==> config.mk <==
export PLATFORM = sky130hd
export DESIGN_NAME = ldpcenc_ctl
export DESIGN_NICKNAME = d
export VERILOG_FILES = /design/src/rtl/ldpcenc_ctl.sv
export SDC_FILE = /design/constraint.sdc
export NUM_CORES = 1
export LEC_CHECK = 0
export CAP_MARGIN = 10
export CORE_ASPECT_RATIO = 1.75
export CORE_UTILIZATION = 52
export CTS_BUF_LIST = sky130_fd_sc_hd__clkbuf_4 sky130_fd_sc_hd__clkbuf_8
export DETAILED_ROUTE_END_ITERATION = 8
export PLACE_DENSITY_LB_ADDON = 0.12
export SLEW_MARGIN = 0
export SYNTH_ARGS = -nofsm -noshare
export SYNTH_HDL_FRONTEND = slang
export SYNTH_SLANG_ARGS = --single-unit
==> constraint.sdc <==
create_clock -name clk -period 2.95 [get_ports clk]
set_input_delay 0.59 -clock clk [delete_from_list [all_inputs] [get_ports clk]]
set_output_delay 0.59 -clock clk [all_outputs]
set_load 0.02 [all_outputs]
==> src/rtl/ldpcenc_ctl.sv <==
// Control path for a QC-LDPC encoder: accepts message words, presents them
// through a 3-deep shift register with column/word counters, then sequences parity.
module ldpcenc_ctl (
   input  logic        clk,
   input  logic        rst_n,
   input  logic        vld_in,
   input  logic        sop_in,
   input  logic [3:0]  mode_in,
   input  logic [26:0] data_in,
   output logic        rdy_in,
   output logic [1:0]  state,
   output logic [3:0]  mode,
   output logic [4:0]  cnt_sym,
   output logic [1:0]  cnt_vld,
   output logic [1:0]  cnt_vld_max,
   output logic        clr_acc,
   output logic        vld,
   output logic [26:0] data_r1,
   output logic [26:0] data_r2,
   output logic [26:0] data_r3,
   output logic        vld_out,
   output logic        sop_out,
   output logic        eop_out,
   output logic        err
);

   typedef enum logic [1:0] {S_IDLE = 2'd0, S_MSG = 2'd1, S_WAIT = 2'd2, S_PRT = 2'd3} state_t;

   function automatic logic [4:0] info_cols(input logic [1:0] rate);
      case (rate)
         2'd0:    return 5'd12;
         2'd1:    return 5'd16;
         2'd2:    return 5'd18;
         default: return 5'd20;
      endcase
   endfunction

   function automatic logic [4:0] parity_cols(input logic [1:0] rate);
      case (rate)
         2'd0:    return 5'd12;
         2'd1:    return 5'd8;
         2'd2:    return 5'd6;
         default: return 5'd4;
      endcase
   endfunction

   state_t      state_q, state_d;
   logic [3:0]  mode_q, mode_d;
   logic [4:0]  cnt_sym_q, cnt_sym_d;
   logic [1:0]  cnt_vld_q, cnt_vld_d;
   logic        clr_acc_q, clr_acc_d;
   logic        vld_q, vld_d;
   logic [26:0] data_r1_q, data_r1_d;
   logic [26:0] data_r2_q, data_r2_d;
   logic [26:0] data_r3_q, data_r3_d;
   logic        vld_out_q, vld_out_d;
   logic        sop_out_q, sop_out_d;
   logic        eop_out_q, eop_out_d;
   logic        err_q, err_d;
   logic        rdy_q, rdy_d;
   logic        done_q, done_d;
   logic        wait_q, wait_d;

   logic        accept;
   logic [1:0]  vld_max;
   logic [1:0]  vld_step;
   logic [4:0]  sym_step;

   always_comb begin
      accept  = vld_in & rdy_q;
      vld_max = mode_q[3:2];
      // Position that follows the current one: word index wraps into the column index.
      if (cnt_vld_q == vld_max) begin
         vld_step = 2'd0;
         sym_step = cnt_sym_q + 5'd1;
      end else begin
         vld_step = cnt_vld_q + 2'd1;
         sym_step = cnt_sym_q;
      end

      state_d   = state_q;
      mode_d    = mode_q;
      cnt_sym_d = cnt_sym_q;
      cnt_vld_d = cnt_vld_q;
      clr_acc_d = 1'b0;
      vld_d     = 1'b0;
      data_r1_d = data_r1_q;
      data_r2_d = data_r2_q;
      data_r3_d = data_r3_q;
      vld_out_d = vld_q | (state_q == S_PRT);
      sop_out_d = clr_acc_q;
      eop_out_d = 1'b0;
      err_d     = 1'b0;
      done_d    = done_q;
      wait_d    = wait_q;

      if (accept) begin
         data_r1_d = data_in;
         data_r2_d = data_r1_q;
         data_r3_d = data_r2_q;
      end

      case (state_q)
         S_IDLE: begin
            if (accept && sop_in) begin
               mode_d    = {(mode_in[3:2] == 2'd3) ? 2'd2 : mode_in[3:2], mode_in[1:0]};
               state_d   = S_MSG;
               cnt_sym_d = 5'd0;
               cnt_vld_d = 2'd0;
               clr_acc_d = 1'b1;
               vld_d     = 1'b1;
               done_d    = 1'b0;
            end else if (accept) begin
               err_d     = 1'b1;
               data_r1_d = data_r1_q;
               data_r2_d = data_r2_q;
               data_r3_d = data_r3_q;
            end
         end
         S_MSG: begin
            if (accept) begin
               vld_d     = 1'b1;
               err_d     = sop_in;
               cnt_sym_d = sym_step;
               cnt_vld_d = vld_step;
               done_d    = (sym_step == info_cols(mode_q[1:0]) - 5'd1) && (vld_step == vld_max);
            end else if (done_q) begin
               state_d = S_WAIT;
               wait_d  = 1'b0;
            end
         end
         S_WAIT: begin
            wait_d = 1'b1;
            if (wait_q) begin
               state_d   = S_PRT;
               cnt_sym_d = 5'd0;
               cnt_vld_d = 2'd0;
            end
         end
         default: begin
            if ((cnt_sym_q == parity_cols(mode_q[1:0]) - 5'd1) && (cnt_vld_q == vld_max)) begin
               state_d   = S_IDLE;
               eop_out_d = 1'b1;
               cnt_sym_d = 5'd0;
               cnt_vld_d = 2'd0;
            end else begin
               cnt_sym_d = sym_step;
               cnt_vld_d = vld_step;
            end
         end
      endcase

      rdy_d = (state_d == S_IDLE) | ((state_d == S_MSG) & ~done_d);
   end

   always_ff @(posedge clk or negedge rst_n) begin
      if (!rst_n) begin
         state_q   <= S_IDLE;
         mode_q    <= '0;
         cnt_sym_q <= '0;
         cnt_vld_q <= '0;
         clr_acc_q <= 1'b0;
         vld_q     <= 1'b0;
         data_r1_q <= '0;
         data_r2_q <= '0;
         data_r3_q <= '0;
         vld_out_q <= 1'b0;
         sop_out_q <= 1'b0;
         eop_out_q <= 1'b0;
         err_q     <= 1'b0;
         rdy_q     <= 1'b1;
         done_q    <= 1'b0;
         wait_q    <= 1'b0;
      end else begin
         state_q   <= state_d;
         mode_q    <= mode_d;
         cnt_sym_q <= cnt_sym_d;
         cnt_vld_q <= cnt_vld_d;
         clr_acc_q <= clr_acc_d;
         vld_q     <= vld_d;
         data_r1_q <= data_r1_d;
         data_r2_q <= data_r2_d;
         data_r3_q <= data_r3_d;
         vld_out_q <= vld_out_d;
         sop_out_q <= sop_out_d;
         eop_out_q <= eop_out_d;
         err_q     <= err_d;
         rdy_q     <= rdy_d;
         done_q    <= done_d;
         wait_q    <= wait_d;
      end
   end

   assign rdy_in      = rdy_q;
   assign state       = state_q;
   assign mode        = mode_q;
   assign cnt_sym     = cnt_sym_q;
   assign cnt_vld     = cnt_vld_q;
   assign cnt_vld_max = mode_q[3:2];
   assign clr_acc     = clr_acc_q;
   assign vld         = vld_q;
   assign data_r1     = data_r1_q;
   assign data_r2     = data_r2_q;
   assign data_r3     = data_r3_q;
   assign vld_out     = vld_out_q;
   assign sop_out     = sop_out_q;
   assign eop_out     = eop_out_q;
   assign err         = err_q;

endmodule

==> summary.txt <==
Run status
  – Run status: finished with violations
  – Violations in the final reports: DRC

Logic synthesis
  – Synthesis warning total: 0
  – Net Count, Synth: 344
  – Syn avg cell area: 14.3 sq um
  – Synth Cell Area: 4320 sq um
  – Largest cells by area after synthesis: sky130_fd_sc_hd__dfrtp_1 59%, sky130_fd_sc_hd__mux2_2 22%, sky130_fd_sc_hd__ha_1 2.0%, sky130_fd_sc_hd__xnor2_1 1.8%, sky130_fd_sc_hd__nand2_1 1.0%
  – Cell type with the highest aggregate area in the netlist: sky130_fd_sc_hd__dfrtp_1
  – Synth async-reset ratio: 100%
  – Sequential share of the synthesized area: 59.7%
  – Post-synthesis register bit count: 103
  – Main synth FF type: sky130_fd_sc_hd__dfrtp_1
  – Area share of the largest cell type after synthesis: 59.1%
  – Number of enable-type register cells in the synthesized netlist: 0
  – Cells after synthesis: 302
  – Number of distinct library cells after synthesis: 43

STA
  – Period utilisation layout: 81.4%
  – Final Hold Fails: 0
  – Unrepaired setup endpoints after global routing: false
  – Final critical-path required period: 2.40 ns
  – Setup-violating endpoint count in the final report: 0
  – Final Slew Violations: 0
  – Transition time of the tightest slew-check pin: 0.848 ns
  – Setup TNS after final layout: 0 ns
  – Tightest hold margin: 0.192 ns
  – Worst slew margin relative to its limit: 43.0%
  – Maximum achievable frequency: 416 MHz
  – Final worst-path setup slack: 0.548 ns
  – Worst clock skew: 0.00627 ns

Pwr
  – Max IR drop VDD: 0.445 mV
  – Static leakage power: 2.54 nW
  – Sequential power share: 46.3%
  – Net switching power: 1.17 mW
  – Int Power: 2.67 mW
  – Power Density: 635 nW/um^2
  – Part of the total power dissipated in combinational logic: 31.2%
  – Sw frac: 30.5%
  – Clock Power Share: 22.5%

Cells and area
  – Share of cells above drive strength 1: 26.2%
  – Layout Cell Area excl Fill: 6050 sq um
  – Post-layout nets: 485
  – Antenna diode instance count: 0
  – Commonest non-fill, non-tap cell in the layout: sky130_fd_sc_hd__clkdlybuf4s50_1
  – Final standard cell utilization of the core: 76.0%
  – Most used cells in the layout excluding fill and tap cells: 136 x sky130_fd_sc_hd__clkdlybuf4s50_1, 102 x sky130_fd_sc_hd__dfrtp_1, 83 x sky130_fd_sc_hd__mux2_2
  – Layout Area Growth over Synthesis: 40.1%

Worst setup path
  – Arrival time of data at the critical path endpoint: 2.65 ns
  – Endpoint kind of the worst setup timing path: flop
  – Worst Reg-to-Reg Cells: 7
  – Max FO, Critical Path: 5
  – Startpoint class of the critical path: flop
  – WS Path Type: flop to flop
  – Capture instance of the worst register-to-register path: cnt_sym[2]$_DFFE_PN0P_
  – Startpoint of the most critical register-to-register path: mode[0]$_DFFE_PN0P_
  – Register-to-register path setup slack: 0.55 ns
  – Required time worst endpoint: 3.20 ns

Global routing
  – GRT Residual Overflow: 0
  – Global-route wire length before repair: 14500 um
  – Total track usage: 22.7%
  – Number of antenna violations at the first check in global routing: 0
  – Number of global-route vias before repair: 2918
  – Maximum number of pins on one net before global-route repair: 67

Clock tree
  – Sinks on Clock Net: 103
  – Buffer type at the clock tree root: sky130_fd_sc_hd__clkbuf_8
  – Cells resized by post-CTS repair: 0
  – Worst skew pair latency: 0.35 ns
  – Number of levels in the clock H-tree: 3
  – Clock Tree Buf Depth: 2
  – Hold Buf Count CTS: 0
  – Clock transition at the registers of the reported paths: 0.09 ns
  – Post-CTS Setup Inserts: 0
  – TritonCTS clock tree: built
  – Number of clock buffers inserted by TritonCTS: 9

Floorplan
  – Die width: 70.9 um
  – Die area: 8690 sq um
  – Rows: 43
  – Core outline area: 7960 sq um
  – Ports: 138
  – Initial Utilization: 54.2%
  – Height of the die: 123 um

Place
  – Total of buffers placed on input and output ports: 137
  – Placer congestion estimate: 0.943
  – Placed wire-length estimate after detailed placement: 7170 um
  – Worst-case setup slack after placement: 0.323 ns
  – Placement Cell Area: 5860 sq um

Detailed routing
  – Routed vias: 2916
  – Vias per cell: 5.43
  – WL met2: 5300 um
  – Initial DRT Pass Iterations: 6
  – Average detailed-routed wire length per instance: 17.6 um
  – Count of antenna-violating nets left after detailed routing: 0
  – Met3 Wirelength: 487 um
  – Wire length reported by the detailed router: 9440 um
  – Wire length on met1: 3280 um
  – Max Used Layer: met4
  – Number of DRC violations after detailed routing: 26
  – Starting DRC count in detailed routing: 176

Hold path
  – Path category of the worst min-delay check: primary input to asynchronous set/reset pin

Flow run
  – Max-cap check violation count: 0
-- layout make-up --
cell class                 instances  area (sq um)
timing repair buffer             145          1500
sequential                       103          2580
clock buffer                      14           161
tap                               90           113
inverter                           9          33.8
multi-input combinational        175          1630
clock inverter                     1          30.0
fill                             546          1910
-- worst max-delay path by stage --
stage | start | endpoint | slack [ns] | depth (start not counted)
floorplan | mode[0]$_DFFE_PN0P_ | cnt_sym[2]$_DFFE_PN0P_ | 0.77 | 7
finish | mode[0]$_DFFE_PN0P_ | cnt_sym[2]$_DFFE_PN0P_ | 0.55 | 7
CTS | mode[0]$_DFFE_PN0P_ | cnt_sym[2]$_DFFE_PN0P_ | 0.54 | 7
detailed placement | vld_in | cnt_sym[1]$_DFFE_PN0P_ | 0.32 | 5
global placement | vld_in | cnt_sym[1]$_DFFE_PN0P_ | 0.29 | 5
global route | mode[0]$_DFFE_PN0P_ | cnt_sym[2]$_DFFE_PN0P_ | 0.42 | 7
-- cells by family after synthesis --
kind of cell             Yosys count  synth area share (%)
flip-flops                       103                  59.7
multiplexers                      84                  21.9
AND/OR/NAND/NOR                   39                  4.69
AO/OA/AOI/OAI                     31                  5.51
buffers and inverters             24                  2.84
XOR/XNOR                          14                  3.33
adder cells (fa/ha/maj)            7                  2.03
-- stage by stage --
| step | instances | power, mW |
|---|---|---|
| floorplan | 302 | 2.41 |
| global placement | 522 | 2.98 |
| detailed placement | 522 | 3.01 |
| CTS | 537 | 3.88 |
| global route | 537 | 4.02 |
| finish | 537 | 3.84 |
-- cell usage after synthesis, types with 2 or more instances --
cell	n
sky130_fd_sc_hd__ha_1	7
sky130_fd_sc_hd__buf_2	8
sky130_fd_sc_hd__a21oi_1	3
sky130_fd_sc_hd__buf_6	2
sky130_fd_sc_hd__nor3_1	3
sky130_fd_sc_hd__o31ai_1	4
sky130_fd_sc_hd__inv_1	9
sky130_fd_sc_hd__dfrtp_1	102
sky130_fd_sc_hd__clkbuf_1	2
sky130_fd_sc_hd__nor2_1	8
sky130_fd_sc_hd__nand3_1	4
sky130_fd_sc_hd__xnor2_1	9
sky130_fd_sc_hd__a22o_2	2
sky130_fd_sc_hd__xor2_1	3
sky130_fd_sc_hd__o21ai_0	8
sky130_fd_sc_hd__buf_4	2
sky130_fd_sc_hd__o22ai_1	2
sky130_fd_sc_hd__mux2_2	83
sky130_fd_sc_hd__nand3b_1	2
sky130_fd_sc_hd__a21o_1	2
sky130_fd_sc_hd__nor4_1	3
sky130_fd_sc_hd__o21a_1	2
sky130_fd_sc_hd__nand2_1	12
-- layer usage --
layer	global-route usage (%)	vias to the layer above
met3	6.40	22
met1	23.5	1445
met2	40.6	105
met4	13.1	0
li1	-	1344
met5	0	-
-- critical path, stage by stage, from the launching register on --
cell,delay [ns]
sky130_fd_sc_hd__dfrtp_1,0.43
sky130_fd_sc_hd__inv_1,0.15
sky130_fd_sc_hd__ha_1,0.29
sky130_fd_sc_hd__xor2_1,0.24
sky130_fd_sc_hd__nand4_1,0.21
sky130_fd_sc_hd__o41ai_4,0.51
sky130_fd_sc_hd__nor2_2,0.10
sky130_fd_sc_hd__a311o_1,0.36
-- power by group through the flow --
stage                     logic, mW  clock network, mW  registers [mW]
final                          1.20              0.864            1.78
after detailed placement       1.21                  0            1.81
after floorplan               0.405                  0            2.01
after CTS                      1.21              0.891            1.78
after global placement         1.18                  0            1.79
after global routing           1.27              0.946            1.80
-- registers in the layout (all words and copies together), names as in the netlist --
| signal | cells |
|---|---|
| mode | 4 |
| data_r1 | 27 |
| err | 1 |
| state | 2 |
| cnt_vld | 2 |
| eop_out | 1 |
| vld | 1 |
| data_r2 | 27 |
| cnt_sym | 5 |
| vld_out | 1 |
| sop_out | 1 |
| data_r3 | 27 |
| done_q | 1 |
| clr_acc | 1 |
| wait_q | 1 |
| rdy_in | 1 |
Power figures use the tool's default switching activity.
